**src/rtl/recovery_pkg.sv**
```systemverilog
// Shared types and constants for the checkpoint/rollback sequencer.
package recovery_pkg;

    // Width of an architectural register index (x0..x31).
    localparam int REG_IDX_W = 5;

    // x0 is hard-wired to zero, so copying starts at x1.
    localparam int FIRST_REG = 1;

    // Width of the recovery bank address bus.
    localparam int ADDR_W = 32;

    typedef enum logic [2:0] {
        ST_IDLE   = 3'd0,
        ST_CKPT   = 3'd1,
        ST_REST   = 3'd2,
        ST_LOADPC = 3'd3,
        ST_FATAL  = 3'd4
    } state_e;

    // Zero-extend a register index onto the recovery bank address bus.
    function automatic logic [ADDR_W-1:0] idx_to_addr(input logic [REG_IDX_W-1:0] idx);
        return {{(ADDR_W-REG_IDX_W){1'b0}}, idx};
    endfunction

endpackage

```
**src/rtl/recovery_ctr.sv**
```systemverilog
// Register index counter shared by the checkpoint and restore walks.
// It reloads to the first copied register and saturates at the last one.
module recovery_ctr
    import recovery_pkg::*;
#(
    parameter int NUM_REGS = 32
) (
    input  logic                 clk,
    input  logic                 rst,
    input  logic                 load,
    input  logic                 inc,
    output logic [REG_IDX_W-1:0] idx,
    output logic                 last
);

    localparam logic [REG_IDX_W-1:0] FIRST_IDX = REG_IDX_W'(FIRST_REG);
    localparam logic [REG_IDX_W-1:0] LAST_IDX  = REG_IDX_W'(NUM_REGS - 1);

    logic [REG_IDX_W-1:0] idx_q;
    logic [REG_IDX_W-1:0] idx_d;

    // Next index: load wins over increment, and the count never wraps past the last register.
    always_comb begin
        idx_d = idx_q;
        if (load) begin
            idx_d = FIRST_IDX;
        end else if (inc && (idx_q != LAST_IDX)) begin
            idx_d = idx_q + REG_IDX_W'(1);
        end
    end

    // Index register, parked on the first copied register out of reset.
    always_ff @(posedge clk or posedge rst) begin
        if (rst) begin
            idx_q <= FIRST_IDX;
        end else begin
            idx_q <= idx_d;
        end
    end

    assign idx  = idx_q;
    assign last = (idx_q == LAST_IDX);

endmodule

```
**src/rtl/recovery_sequencer.sv**
```systemverilog
// Checkpoint/rollback controller for the TMR core. Copies x1..x31 and the
// committed PC into the recovery bank on request, restores them into the main
// register file on a voter mismatch, and gives up after too many rollbacks.
module recovery_sequencer
    import recovery_pkg::*;
#(
    parameter int NUM_REGS  = 32,
    parameter int MAX_RETRY = 3
) (
    input  logic                 clk,
    input  logic                 rst,
    input  logic                 ckpt_req,
    input  logic                 rec_req,
    input  logic [31:0]          core_pc,
    output logic                 stall,
    output logic                 busy,
    output logic [REG_IDX_W-1:0] rf_addr,
    input  logic [31:0]          rf_rd,
    output logic                 rf_we,
    output logic [31:0]          rf_wd,
    output logic [ADDR_W-1:0]    rr_A,
    output logic                 rr_WE,
    output logic [31:0]          rr_WD,
    input  logic [31:0]          rr_RD,
    output logic                 pc_load,
    output logic [31:0]          restore_pc,
    output logic                 ckpt_valid,
    output logic                 ckpt_done,
    output logic                 rec_done,
    output logic                 fatal
);

    localparam int                 RETRY_W   = $clog2(MAX_RETRY + 1);
    localparam logic [RETRY_W-1:0] RETRY_MAX = RETRY_W'(MAX_RETRY);

    state_e               state_q, state_d;
    logic [RETRY_W-1:0]   retry_q, retry_d;
    logic [31:0]          pc_shadow_q, pc_shadow_d;
    logic [31:0]          restore_pc_q, restore_pc_d;
    logic                 ckpt_valid_q, ckpt_valid_d;
    logic                 ckpt_done_q, ckpt_done_d;

    logic                 ctr_load;
    logic                 ctr_inc;
    logic [REG_IDX_W-1:0] idx;
    logic                 idx_last;

    recovery_ctr #(
        .NUM_REGS (NUM_REGS)
    ) u_ctr (
        .clk  (clk),
        .rst  (rst),
        .load (ctr_load),
        .inc  (ctr_inc),
        .idx  (idx),
        .last (idx_last)
    );

    // Next-state and Moore/Mealy outputs; everything defaults to the quiet IDLE values.
    always_comb begin
        state_d      = state_q;
        retry_d      = retry_q;
        pc_shadow_d  = pc_shadow_q;
        restore_pc_d = restore_pc_q;
        ckpt_valid_d = ckpt_valid_q;
        ckpt_done_d  = 1'b0;
        ctr_load     = 1'b0;
        ctr_inc      = 1'b0;
        busy         = 1'b0;
        fatal        = 1'b0;
        rf_addr      = '0;
        rr_A         = '0;
        rf_we        = 1'b0;
        rr_WE        = 1'b0;
        pc_load      = 1'b0;
        rec_done     = 1'b0;

        case (state_q)
            ST_IDLE: begin
                if (rec_req) begin
                    if (!ckpt_valid_q || (retry_q == RETRY_MAX)) begin
                        state_d = ST_FATAL;
                    end else begin
                        retry_d  = retry_q + RETRY_W'(1);
                        ctr_load = 1'b1;
                        state_d  = ST_REST;
                    end
                end else if (ckpt_req && !ckpt_done_q) begin
                    // The requester still holds ckpt_req in the done cycle, so that cycle must not start a second copy.
                    ckpt_valid_d = 1'b0;
                    pc_shadow_d  = core_pc;
                    ctr_load     = 1'b1;
                    state_d      = ST_CKPT;
                end
            end

            ST_CKPT: begin
                busy    = 1'b1;
                rf_addr = idx;
                rr_A    = idx_to_addr(idx);
                if (rec_req) begin
                    // Abort without writing; the bank is now partial and cannot be trusted.
                    state_d = ST_FATAL;
                end else begin
                    rr_WE = 1'b1;
                    if (idx_last) begin
                        ckpt_valid_d = 1'b1;
                        retry_d      = '0;
                        restore_pc_d = pc_shadow_q;
                        ckpt_done_d  = 1'b1;
                        ctr_load     = 1'b1;
                        state_d      = ST_IDLE;
                    end else begin
                        ctr_inc = 1'b1;
                    end
                end
            end

            ST_REST: begin
                busy    = 1'b1;
                rf_addr = idx;
                rr_A    = idx_to_addr(idx);
                rf_we   = 1'b1;
                if (idx_last) begin
                    ctr_load = 1'b1;
                    state_d  = ST_LOADPC;
                end else begin
                    ctr_inc = 1'b1;
                end
            end

            ST_LOADPC: begin
                busy     = 1'b1;
                pc_load  = 1'b1;
                rec_done = 1'b1;
                state_d  = ST_IDLE;
            end

            ST_FATAL: begin
                busy  = 1'b1;
                fatal = 1'b1;
            end

            default: begin
                state_d = ST_IDLE;
            end
        endcase
    end

    // Sequencer state, retry count, PC shadow and checkpoint status; reset forgets any saved checkpoint.
    always_ff @(posedge clk or posedge rst) begin
        if (rst) begin
            state_q      <= ST_IDLE;
            retry_q      <= '0;
            pc_shadow_q  <= '0;
            restore_pc_q <= '0;
            ckpt_valid_q <= 1'b0;
            ckpt_done_q  <= 1'b0;
        end else begin
            state_q      <= state_d;
            retry_q      <= retry_d;
            pc_shadow_q  <= pc_shadow_d;
            restore_pc_q <= restore_pc_d;
            ckpt_valid_q <= ckpt_valid_d;
            ckpt_done_q  <= ckpt_done_d;
        end
    end

    // Data buses mirror the opposite file but read as zero whenever their write enable is low.
    assign rf_wd      = rf_we ? rr_RD : 32'd0;
    assign rr_WD      = rr_WE ? rf_rd : 32'd0;
    assign stall      = busy;
    assign restore_pc = restore_pc_q;
    assign ckpt_valid = ckpt_valid_q;
    assign ckpt_done  = ckpt_done_q;

endmodule

```
**config.mk**
```make
export PLATFORM = sky130hd
export DESIGN_NAME = recovery_sequencer
export DESIGN_NICKNAME = d
export VERILOG_FILES = /design/src/rtl/recovery_pkg.sv /design/src/rtl/recovery_ctr.sv /design/src/rtl/recovery_sequencer.sv
export SDC_FILE = /design/constraint.sdc
export NUM_CORES = 1
export LEC_CHECK = 0
export ABC_AREA = 1
export BUFFER_PORTS_ARGS = -buffer_cell sky130_fd_sc_hd__buf_2
export CORE_MARGIN = 8
export CORE_UTILIZATION = 48
export CTS_CLUSTER_DIAMETER = 200
export DETAILED_ROUTE_END_ITERATION = 6
export MAX_ROUTING_LAYER = met4
export PLACE_DENSITY = 0.91
export SLEW_MARGIN = 20
export SYNTH_ARGS = -nofsm -noshare
export SYNTH_HDL_FRONTEND = slang
export SYNTH_HIERARCHICAL = 1
export SYNTH_SLANG_ARGS = --single-unit
```
**constraint.sdc**
```tcl
create_clock -name clk -period 6.5 [get_ports clk]
set_input_delay 1.625 -clock clk [delete_from_list [all_inputs] [get_ports clk]]
set_output_delay 1.625 -clock clk [all_outputs]
set_load 0.03 [all_outputs]
```
## Word level (Yosys, flattened, before mapping)

Cells that the tools add are included.

| word-level totals | value |
|---|---|
| input port bits | 100 |
| output and inout port bits | 142 |
| logic and storage cells | 81 |
| flip-flop bits (word level) | 76 |

| cells by class | value |
|---|---|
| $add $sub $neg | 2 |
| equality and inequality tests | 16 |
| bitwise gates (word level) | 2 |
| reductions and logical operators | 15 |
| multiplexer cells | 39 |

Operator list:

| cell | number |
|---|---|
| $mux 32 | 2 |
| $mux 5 | 4 |
| $mux 1 | 18 |
| $mux 3 | 6 |
| $ne 2x2->1 const B | 7 |
| $pmux 3 s4 | 1 |
| $reduce_and 5->1 | 2 |
| $mux 2 | 4 |
| $eq 3x2->1 const B | 2 |
| $ne 3x3->1 const B | 2 |
| $reduce_and 3->1 | 2 |
| $add 5x1->5 const B | 1 |
| $eq 5x5->1 const B | 1 |
| $ne 5x5->1 const B | 1 |
| $pmux 1 s2 | 2 |
| $pmux 2 s2 | 1 |
| $reduce_and 4->1 | 1 |
| $reduce_bool 2->1 | 2 |
| $reduce_or 4->1 | 1 |
| $eq 3x1->1 const B | 1 |
| $eq 3x3->1 const B | 1 |
| $logic_not 3->1 | 1 |
| $pmux 1 s3 | 1 |
| $add 2x1->2 const B | 1 |
| 6 further kinds | 9 |

## Depth between registers and ports, before layout

Gate-level depths: netlist of the first run.

| logic depth | value |
|---|---|
| word-level depth | 7 |
| mapped depth | 12 |

## Hierarchy

Netlist of the first run, hierarchy kept.

Modules (own cells, without submodules):

| module | area each (µm²) | cells an instance | instances | sequential area each (µm²) |
|---|---|---|---|---|
| recovery_sequencer | 3848.7 | 496 | 1 | 1776.7 |
| recovery_ctr | 284.0 | 37 | 1 | 126.4 |

## Least setup slack after synthesis of the first run

No wires, ideal clock.

| timing | value |
|---|---|
| path type | input port to output port |
| from | in rec_req |
| to | out rr_WD[22] |
| cell stages on the path | 4 |
| buffers on the path | 1 |
| data arrival time | 2565 ps |
| data required time | 4875 ps |
| slack | 2310 ps |
| path through | inv_1 > nand3_4 > clkbuf_1 > nor2_1 |

| on the way | value |
|---|---|
| cells in the longest elaborated chain, start to end | 3 |

RTL lines:

| element | line | RTL |
|---|---|---|
| from (decl) | recovery_sequencer.sv:13 | `input logic rec_req,` |
| $mux 1 | recovery_sequencer.sv:101 | `if (rec_req) begin` |
| $mux 1 | recovery_sequencer.sv:78 | `case (state_q)` |
| $mux 32 | recovery_sequencer.sv:171 | `assign rr_WD = rr_WE ? rf_rd : 32'd0;` |
| to (decl) | recovery_sequencer.sv:23 | `output logic [31:0] rr_WD,` |

No other way between the ends.

## Final worst setup path of the first run

| timing | value |
|---|---|
| from | in rec_req |
| to | out rr_WD[17] |

Same word-level chain as after synthesis.

==> results.md, run 1 <==
| Item | This run | Unit |
|:---|:---|:---|
| Outcome | finished, final reports clean | - |
| Share of final-layout standard cells stronger than drive strength 1 | 37.3 | % |
| Worst setup path startpoint | rec_req | - |
| Worst reg2reg path endpoint | restore_pc[4] | - |
| Main combinational cell family by area after synthesis | buffers and inverters | - |
| Sequential cell area in the final layout | 0.00190 | mm^2 |
| Worst setup slack after placement | 2.18 | ns |
| Number of enable-type register cells in the synthesized netlist | 0 | - |
| Grt ovf | 0 | - |
| H-Tree Level Count | 3 | - |
| Top area cells in the synthesized netlist | dfrtp_1, inv_1, nor2_1 | - |
| Final slew viol count | 0 | - |
| Number of cell instances on the worst register-to-register path | 9 | - |
| Vias per inst | 4.37 | - |
| Fin crit share | 66.6 | % |
| Top library cells by usage in the layout, fill and taps aside | buf_2, inv_1, nor2_1, nand2_1, dfrtp_1 | - |
| Power density over cell area | 240 | mW/mm^2 |
| Commonest non-fill, non-tap cell in the layout | buf_2 | - |
| Total number of placement rows | 34 | - |
| Maximum buffer depth of the clock tree | 2 | - |
| Setup repair after global routing missed its margin | no | - |
| Share of the core filled with cells in the final layout | 60.8 | % |
| Netlist cell types | 26 | - |
| Hold Buf Count CTS | 0 | - |
| Kind of path behind the tightest hold check | reg -> reg | - |
| Clock slew at the register clock pins of the worst setup and hold paths | 0.07 | ns |
| Quantity of I/O buffers inserted on ports | 214 | - |
| Post-Synth Simple-Gate Area | 20.4 | % |
| Maximum vdd ir drop | 0.000163 | V |
| Share of Yosys cell area claimed by the top area cell type | 45.4 | % |
| CTS Sinks | 76 | - |
| Number of setup buffers added after CTS | 0 | - |
| Global router's overall resource usage | 20.5 | % |
| CTS tree | done | - |
| Worst skew pair latency | 0.34 | ns |
| Required @ worst endpoint | 4.88 | ns |
| Synthesized area per cell | 7.75 | um^2 |
| Y dimension of the die | 109 | um |
| Fraction of registers with async set or reset after synthesis | 100 | % |
| Slew margin rel. | 41.7 | % |
| Max Clk Rate | 231 | MHz |
| I/O Pins | 242 | - |
| Number of antenna-violating nets in the routed design | 0 | - |
| Number of vias in the routed layout | 3698 | - |
| Tightest hold margin | 0.475 | ns |
| Type of origin of the critical path | input pin | - |
| Fillers | 805 | - |
| Worst hold path stage count | 2 | - |
| Detailed-router iteration count before antenna repair | 4 | - |
| Multi-input gate area | 0.00143 | mm^2 |
| Fin nets | 836 | - |
| Post-synthesis sequential area ratio | 46.0 | % |
| Hold violation total from the final report | 0 | - |
| Category of the worst setup path capture point | output port | - |
| Critical hold path startpoint | restore_pc[31] | - |
| Clock root buffer | clkbuf_8 | - |
| Setup TNS | 0 | ns |
| Hold-critical path endpoint | restore_pc[31] | - |
| Die width | 109 | um |
| Pleak | 0.00350 | uW |
| Synthesized instance count | 533 | - |
| Worst-margin pin slew | 0.874 | ns |
| Number of maximum-capacitance violations | 0 | - |
| Share of the synthesized area in compound gates (AO/OA/AOI/OAI) | 10.7 | % |
| Reg-to-reg setup timing slack | 4.36 | ns |
| Core area | 0.00855 | mm^2 |
| Multiplexer share of the synthesized area | 0 | % |
| Area Growth Syn to Fin | 25.8 | % |
| Post-Synth Adder-Cell Area | 0.908 | % |
| Launch point of the worst reg-to-reg path | u_ctr/idx[1] | - |
| TritonCTS Buffers | 9 | - |
| Vias in the first global route | 3624 | - |
| Initial Utilization | 48.3 | % |
| Mapped cell area | 0.00413 | mm^2 |
| Post-DP HPWL | 10100 | um |
| Yosys warning total | 6 | - |
| GP Congestion | 0.910 | - |
| DRC violation total after the first TritonRoute iteration | 176 | - |
| Residual DRC | 0 | - |
| Data arrival time of the critical path | 2.70 | ns |
| Kind of critical path | in -> out | - |
| Setup violations, final | 0 | - |
| Post-synth top flop | dfrtp_1 | - |
| Number of storage elements in the synthesis netlist | 76 | - |
| Least setup slack across all paths after layout | 2.17 | ns |
| Library cell occupying the most area in the post-synthesis netlist | dfrtp_1 | - |
| Area enclosed by the die boundary | 0.0118 | mm^2 |
| Maximum number of pins on one net before global-route repair | 72 | - |
| First-pass GRT wire length | 18300 | um |
| Critical path peak fanout | 36 | - |
| Initial antenna violation count | 1 | - |
| WL per Instance | 14.5 | um |
| Routed WL | 12300 | um |
| XOR/XNOR Fraction of Synth Area | 0 | % |
| Final critical path time including I/O delays and setup | 4.33 | ns |
| PostCTS Resize Cnt | 0 | - |
| Max Clock Skew | 0.0101 | ns |
-- cell usage after synthesis (all sizes together), types with 2 or more instances --
library cell	n
clkbuf	3
nor2	110
a21oi	30
nand4	2
ha	3
buf	50
o21ai	37
nand3	11
dfrtp	75
nand2	81
inv	128
-- layer usage --
layer / GRT usage, % / share of wire [%] / vias to the layer above
li1: - / - / 1909
met2: 33.3 / 48 / 153
met1: 23.2 / 39 / 1619
met3: 6.74 / 11 / 17
met5: - / 0 / -
met4: 7.33 / 2.1 / 0
-- sequential cells by signal, summed over array words and instances, names as in the netlist --
register     count
ckpt_valid       1
restore_pc      32
pc_shadow_q     32
u_ctr/idx        5
state_q          3
ckpt_done        1
retry_q          2
-- critical path, stage by stage --
cell and delay (ns):
buf_2 0.12, inv_1 0.17, nand3_4 0.35, nor2_1 0.20
buf_2 0.23
-- layout make-up --
type                            instances  area share, %
Sequential cell                        76           36.6
Multi-Input combinational cell        302           27.4
Timing Repair Buffer                  216           20.9
Inverter                              128           9.29
Tap cell                              108           2.60
Clock buffer                            9           2.38
Clock inverter                          6          0.770
Antenna cell                            1         0.0481
-- metrics by stage --
stage                     total power (uW)  std cells  area, um^2
after floorplan                        889        559        4230
after global placement                 940        830        5030
after detailed placement               960        830        5030
after CTS                             1270        845        5200
after global routing                  1340        846        5200
final                                 1250        846        5200
-- power breakdown --
group	internal (uW)	total, uW	leakage [uW]	switching [uW]
combinational	104	316	0.00246	212
clock	136	304	0.0000852	167
sequential	587	631	0.000954	43.6
total	827	1250	0.00350	423
-- cell families (layout without fill, tap and decap cells) --
family                     Yosys count  in the layout
and+or+nand+nor                    205            205
buffers and inverters              181            359
DFF                                 76             76
AOI/OAI and AO/OA                   67             67
adders and majority gates            3              3
other                                1             28
-- how the worst max path moves through the flow --
stage,to
floorplan,rr_WD[22]
global placement,rr_WD[6]
detailed placement,rr_WD[17]
CTS,rr_WD[22]
global route,rr_WD[10]
finish,rr_WD[17]
Power figures use the tool's default switching activity.
==> run 2: changes to the inputs <==
--- a/config.mk
+++ b/config.mk
@@ -8,11 +8,11 @@
 export ABC_AREA = 1
 export BUFFER_PORTS_ARGS = -buffer_cell sky130_fd_sc_hd__buf_2
 export CORE_MARGIN = 8
-export CORE_UTILIZATION = 48
+export CORE_UTILIZATION = 44
 export CTS_CLUSTER_DIAMETER = 200
 export DETAILED_ROUTE_END_ITERATION = 6
 export MAX_ROUTING_LAYER = met4
-export PLACE_DENSITY = 0.91
+export PLACE_DENSITY = 0.85
 export SLEW_MARGIN = 20
 export SYNTH_ARGS = -nofsm -noshare
 export SYNTH_HDL_FRONTEND = slang
==> constraint.sdc (replaced) <==
create_clock -name clk -period 4.12 [get_ports clk]
set_input_delay 1.03 -clock clk [delete_from_list [all_inputs] [get_ports clk]]
set_output_delay 1.03 -clock clk [all_outputs]
set_load 0.03 [all_outputs]
==> run 2 against run 1 <==
  * Clock skew up 0.0014 ns
  * Setup slack worse by 1.2 ns
  * First-iteration DRC count up 18%
  * Critical path type unchanged
  * Largest cell class unchanged
  * Power up 65%
  * Core utilization down 3.7 points
  * Sequential share of layout area down 0.37 points
  * Register-to-register slack worse by 2.5 ns
  * Via count up 1.2%
  * Cell area up 1.0%
  * Routed wire length down 4.3%
  * Die area up 7.7%
==> results.md, run 2 (synthesis results as in run 1) <==
| Item | This run | Unit | vs previous |
|:---|:---|:---|:---|
| Kind of critical path | in -> out | - |  |
| I/O Pins | 242 | - | unchanged |
| Post-DP HPWL | 9450 | um | -6.1% |
| Final slew viol count | 0 | - | unchanged |
| Data arrival time of the critical path | 2.11 | ns | -0.59 ns |
| Area enclosed by the die boundary | 0.0127 | mm^2 | +7.7% |
| Post-route non-filler standard cell count | 854 | - | +0.95% |
| Clock slew at the register clock pins of the worst setup and hold paths | 0.08 | ns | about the same |
| Pleak | 0.00351 | uW | +0.37% |
| Sequential Power Share | 48.2 | % | -2.3 points |
| Number of maximum-capacitance violations | 0 | - | unchanged |
| Placed cells | 834 | - | +0.48% |
| Sw Share | 33.1 | % | -0.67 points |
| Max Clk Rate | 318 | MHz |  |
| Routed WL | 11800 | um | -4.3% |
| Initial Utilization | 44.9 | % | -3.4 points |
| Combinational share of power | 24.1 | % | -1.1 points |
| Maximum number of pins on one net before global-route repair | 62 | - | -14% |
| Y dimension of the die | 113 | um | +3.8% |
| Internal cell power | 1380 | uW | +66% |
| Share of final-layout standard cells stronger than drive strength 1 | 37.3 | % | about the same |
| Outcome | finished, final reports clean | - |  |
| Number of antenna-violating nets in the routed design | 0 | - | unchanged |
| DRC violation total after the first TritonRoute iteration | 207 | - | +18% |
| Maximum buffer depth of the clock tree | 2 | - | unchanged |
| Fin crit share | 76.3 | % |  |
| Final critical path time including I/O delays and setup | 3.14 | ns |  |
| GP Congestion | 0.997 | - | +9.5% |
| Worst setup slack after placement | 0.992 | ns | -1.19 ns |
| Number of vias in the routed layout | 3741 | - | +1.2% |
| Hold violation total from the final report | 0 | - | unchanged |
| Area Growth Syn to Fin | 27.1 | % |  |
| Kind of path behind the tightest hold check | reg -> reg | - |  |
| Least setup slack across all paths after layout | 0.977 | ns | -1.20 ns |
| Grt ovf | 0 | - | unchanged |
| Clock root buffer | clkbuf_8 | - |  |
| Number of setup buffers added after CTS | 0 | - | unchanged |
| Clk network pwr share | 27.7 | % | +3.4 points |
| WL per Instance | 13.8 | um | -5.2% |
| Maximum vdd ir drop | 0.000301 | V | +85% |
| Type of origin of the critical path | input pin | - |  |
| Vias per inst | 4.38 | - | +0.22% |
| Core area | 0.00920 | mm^2 | +7.6% |
| Global router's overall resource usage | 18.8 | % | -1.6 points |
| Power density over cell area | 392 | mW/mm^2 | +63% |
| Fin nets | 837 | - | +0.12% |
| Die width | 113 | um | +3.8% |
| Detailed-router iteration count before antenna repair | 5 | - | +1 |
| CTS Sinks | 76 | - | unchanged |
| Switching power | 682 | uW | +61% |
| Quantity of I/O buffers inserted on ports | 214 | - | unchanged |
| H-Tree Level Count | 3 | - | unchanged |
| Setup repair after global routing missed its margin | no | - |  |
| PostCTS Resize Cnt | 0 | - | unchanged |
| Required @ worst endpoint | 3.09 | ns | -1.79 ns |
| Hold Buf Count CTS | 0 | - | unchanged |
| Slew margin rel. | 50.6 | % | +8.8 points |
| Initial antenna violation count | 3 | - | +2 |
| Category of the worst setup path capture point | output port | - |  |
| Top library cells by usage in the layout, fill and taps aside | buf_2, inv_1, nor2_1, nand2_1, dfrtp_1 | - |  |
| Setup violations, final | 0 | - | unchanged |
| Critical path peak fanout | 36 | - | unchanged |
| Setup TNS | 0 | ns | unchanged |
| Worst skew pair latency | 0.35 | ns | about the same |
| First-pass GRT wire length | 18700 | um | +2.3% |
| CTS tree | done | - |  |
| Commonest non-fill, non-tap cell in the layout | buf_2 | - |  |
| Residual DRC | 0 | - | unchanged |
| Vias in the first global route | 3671 | - | +1.3% |
| Max Clock Skew | 0.0116 | ns | +0.00141 ns |
| Total number of placement rows | 35 | - | +2.9% |
| TritonCTS Buffers | 9 | - | unchanged |
| Worst-margin pin slew | 0.742 | ns | -0.133 ns |
| Share of the core filled with cells in the final layout | 57.1 | % | -3.7 points |
==> run 2: worst paths after layout <==
path | start | endpoint | slack, ns | cells after the start
max in group asynchronous | rst | restore_pc[22] | 2.98 | 3
min in group asynchronous | rst | u_ctr/idx[3] | 0.58 | 2
worst max-delay path | rec_req | rr_WD[9] | 0.98 | 5
worst max register to register | u_ctr/idx[1] | restore_pc[12] | 1.91 | 9
worst min register to register | restore_pc[0] | restore_pc[0] | 0.47 | 2
worst min-delay path | restore_pc[0] | restore_pc[0] | 0.47 | 2
==> run 2: per-stage QoR <==
stage               hold slack (ns)  total power [uW]  instance area, um^2
global route                  0.506              2210                 5250
floorplan                     0.446              1400                 4230
CTS                           0.474              2090                 5240
global placement              0.449              1480                 5040
finish                        0.471              2060                 5250
detailed placement            0.454              1500                 5040
==> run 2: per-layer routing <==
layer / global-route usage, % / up-vias / wire [um] / part of all wire [%]
li1: - / 1898 / - / -
met1: 21.5 / 1644 / 4840 / 41
met2: 30.4 / 174 / 5550 / 47
met3: 5.75 / 25 / 1110 / 9.5
met4: 7.82 / 0 / 255 / 2.2
met5: - / - / 0 / 0
==> run 2: critical path: stages <==
cell and delay, ns:
buf_2 0.12, inv_1 0.18, nand3_4 0.35, nor2_1 0.20, buf_2 0.22
==> run 2: power groups by stage <==
stage                     Clock [uW]  Sequential, uW  Combinational, uW
after CTS                        596             993                500
after global placement             0            1000                482
after global routing             624            1010                577
after detailed placement           0            1010                498
after floorplan                    0             993                409
final                            570             993                495
==> run 2: layout make-up <==
type,instances,area [um^2]
Clock inverter,6,71.3
Antenna cell,4,10.0
Clock buffer,10,128
Fill cell,856,3940
Sequential cell,76,1900
Multi-Input combinational cell,302,1430
Inverter,128,483
Timing Repair Buffer,217,1090
Tap cell,111,139
==> run 3: changes to the inputs <==
--- a/config.mk
+++ b/config.mk
@@ -8,11 +8,11 @@
 export ABC_AREA = 1
 export BUFFER_PORTS_ARGS = -buffer_cell sky130_fd_sc_hd__buf_2
 export CORE_MARGIN = 8
-export CORE_UTILIZATION = 44
+export CORE_UTILIZATION = 40
 export CTS_CLUSTER_DIAMETER = 200
 export DETAILED_ROUTE_END_ITERATION = 6
 export MAX_ROUTING_LAYER = met4
-export PLACE_DENSITY = 0.85
+export PLACE_DENSITY = 0.81
 export SLEW_MARGIN = 20
 export SYNTH_ARGS = -nofsm -noshare
 export SYNTH_HDL_FRONTEND = slang
==> constraint.sdc (replaced) <==
create_clock -name clk -period 2.8 [get_ports clk]
set_input_delay 0.7 -clock clk [delete_from_list [all_inputs] [get_ports clk]]
set_output_delay 0.7 -clock clk [all_outputs]
set_load 0.03 [all_outputs]
==> run 3 against run 2 <==
  * Core utilization is 4.3 points lower
  * Sequential power is 47% higher
  * Highest routed layer unchanged
  * Critical path depth is 2 higher
  * Final cell count is 2.9% higher
  * Register-to-register slack worse by 1.2 ns
  * Clock power is 79% higher
  * Setup slack worse by 0.75 ns
  * Hold slack worse by 0.22 ns
  * Routed wire length is 2.3% higher
  * Clock skew is 0.0048 ns lower
==> results.md, run 3 (synthesis results as in run 1) <==
| Item | This run | Unit | vs previous |
|:---|:---|:---|:---|
| Outcome | finished, final reports clean | - |  |
| Share of the core filled with cells in the final layout | 52.9 | % | -4.3 points |
| Post-route non-filler standard cell count | 879 | - | +2.9% |
| Kind of critical path | reg -> out | - |  |
| Core area | 0.0102 | mm^2 | +11% |
| Clk network pwr share | 31.7 | % | +4.0 points |
| Grt ovf | 0 | - | unchanged |
| PostCTS Resize Cnt | 0 | - | unchanged |
| First-pass GRT wire length | 19100 | um | +2.3% |
| Y dimension of the die | 118 | um | +4.2% |
| Quantity of I/O buffers inserted on ports | 214 | - | unchanged |
| Max Clock Skew | 0.00679 | ns | -0.00477 ns |
| Max Clk Rate | 388 | MHz |  |
| Combinational share of power | 22.8 | % | -1.3 points |
| Power density over cell area | 598 | mW/mm^2 | +53% |
| Internal cell power | 2230 | uW | +62% |
| GP Congestion | 0.924 | - | -7.3% |
| Category of the worst setup path capture point | output port | - |  |
| Type of origin of the critical path | flop | - |  |
| Clock slew at the register clock pins of the worst setup and hold paths | 0.07 | ns | about the same |
| Global router's overall resource usage | 17.4 | % | -1.4 points |
| Largest stage delay on the critical path | 0.43 | ns | +0.08 ns |
| Slew margin rel. | 53.5 | % | +2.9 points |
| Sequential Power Share | 45.5 | % | -2.7 points |
| Post-DP HPWL | 9860 | um | +4.3% |
| CTS tree | done | - |  |
| Final critical path time including I/O delays and setup | 2.58 | ns |  |
| Pleak | 0.00357 | uW | +1.6% |
| Commonest non-fill, non-tap cell in the layout | buf_2 | - |  |
| Hold violation total from the final report | 0 | - | unchanged |
| WL per Instance | 13.7 | um | -0.61% |
| Setup TNS | 0 | ns | unchanged |
| Number of vias in the routed layout | 3757 | - | +0.43% |
| CTS Sinks | 76 | - | unchanged |
| Fin crit share | 92.0 | % |  |
| Setup violations, final | 0 | - | unchanged |
| Sw Share | 30.8 | % | -2.3 points |
| Cell at the slowest stage of the critical path | dfrtp_1 | - |  |
| Detailed-router iteration count before antenna repair | 4 | - | -1 |
| Total number of placement rows | 37 | - | +5.7% |
| Routed WL | 12000 | um | +2.3% |
| Setup repair after global routing missed its margin | no | - |  |
| Maximum vdd ir drop | 0.000425 | V | +41% |
| Vias in the first global route | 3708 | - | +1.0% |
| Worst-margin pin slew | 0.697 | ns | -0.0444 ns |
| TritonCTS Buffers | 9 | - | unchanged |
| Initial antenna violation count | 1 | - | -2 |
| Maximum number of pins on one net before global-route repair | 65 | - | +4.8% |
| Cell Chain, Critical Path | inv_2, nand2_1, nor2_1, inv_2, buf_4, nor2_1, buf_2 | - |  |
| Vias per inst | 4.27 | - | -2.4% |
| Die width | 118 | um | +4.2% |
| Maximum buffer depth of the clock tree | 2 | - | unchanged |
| Critical path peak fanout | 32 | - | -11% |
| Placed cells | 861 | - | +3.2% |
| Fin nets | 839 | - | +0.24% |
| Area Growth Syn to Fin | 30.2 | % |  |
| Final Power | 3220 | uW | +57% |
| Area enclosed by the die boundary | 0.0138 | mm^2 | +8.6% |
| Final slew viol count | 0 | - | unchanged |
| H-Tree Level Count | 3 | - | unchanged |
| Top library cells by usage in the layout, fill and taps aside | buf_2, inv_1, nor2_1, nand2_1, dfrtp_1 | - |  |
| Kind of path behind the tightest hold check | in -> async | - |  |
| Residual DRC | 0 | - | unchanged |
| Number of maximum-capacitance violations | 0 | - | unchanged |
| DRC violation total after the first TritonRoute iteration | 171 | - | -17% |
| Worst skew pair latency | 0.34 | ns | about the same |
| Data arrival time of the critical path | 1.88 | ns | -0.23 ns |
| Switching power | 992 | uW | +45% |
| Number of antenna-violating nets in the routed design | 0 | - | unchanged |
| Required @ worst endpoint | 2.10 | ns | -0.99 ns |
| Initial Utilization | 40.6 | % | -4.4 points |
| I/O Pins | 242 | - | unchanged |
| Share of final-layout standard cells stronger than drive strength 1 | 37.5 | % | +0.17 points |
| Number of setup buffers added after CTS | 0 | - | unchanged |
| Clock root buffer | clkbuf_8 | - |  |
| Hold Buf Count CTS | 0 | - | unchanged |
| Fillers | 991 | - | +16% |
## run 3: cell count changes in the layout (fill, tap and decap cells not counted), sizes merged
| cell | previous run | this run |
|---|---|---|
| buf | 217 | 219 |
| bufinv | 1 | 3 |
| clkinvlp | 2 | 0 |
| diode | 4 | 2 |
| clkbuf | 10 | 11 |
| inv | 130 | 129 |
## run 3: power by group through the flow
stage | clock [uW] | combinational (uW) | sequential (uW)
2_1_floorplan | 0 | 602 | 1460
3_3_place_gp | 0 | 717 | 1470
3_5_place_dp | 0 | 742 | 1490
4_1_cts | 1050 | 747 | 1470
5_1_grt | 1100 | 844 | 1500
6_report | 1020 | 735 | 1460
## run 3: worst paths after layout
kind / from / to / slack (ns) / cells after the start
hold / removal: rst / u_ctr/idx[4] / 0.25 / 2
max in group asynchronous: rst / pc_shadow_q[3] / 1.69 / 3
hold reg to reg: restore_pc[31] / restore_pc[31] / 0.47 / 2
setup reg to reg: u_ctr/idx[0] / restore_pc[9] / 0.71 / 10
min in group clk: restore_pc[31] / restore_pc[31] / 0.47 / 2
setup / recovery: state_q[2] / rf_wd[12] / 0.22 / 7
## run 3: worst max-delay path: cells and delay by family (launching register included)
family | cells | cell delay (ns)
flip-flops | 1 | 0.43
buffers and inverters | 4 | 0.66
AND/OR/NAND/NOR | 3 | 0.44
## run 3: through the flow
stage	hold WS [ns]	setup slack [ns]	instance area, um^2
2_1_floorplan	0.446	0.0598	4230
3_3_place_gp	0.450	0.399	5130
3_5_place_dp	0.454	0.310	5130
4_1_cts	0.239	0.168	5380
5_1_grt	0.255	0.0394	5380
6_report	0.251	0.223	5380
## run 3: cell type report
type	count	area [um^2]	area share [%]
flip-flops and latches	76	1900	35.4
multi-input cells	302	1430	26.5
repair buffers	219	1150	21.3
inverters	128	483	8.97
well taps	136	170	3.16
clock buffers	11	141	2.63
clock inverters	5	108	2.00
diodes	2	5.00	0.0930
## run 3: per-layer routing
| metal | vias to the layer above | GRT usage [%] | wire (um) |
|---|---|---|---|
| met3 | 16 | 5.80 | 1010 |
| met4 | 0 | 4.88 | 213 |
| met5 | - | - | 0 |
| li1 | 1902 | - | - |
| met2 | 156 | 30.2 | 6040 |
| met1 | 1683 | 18.8 | 4770 |
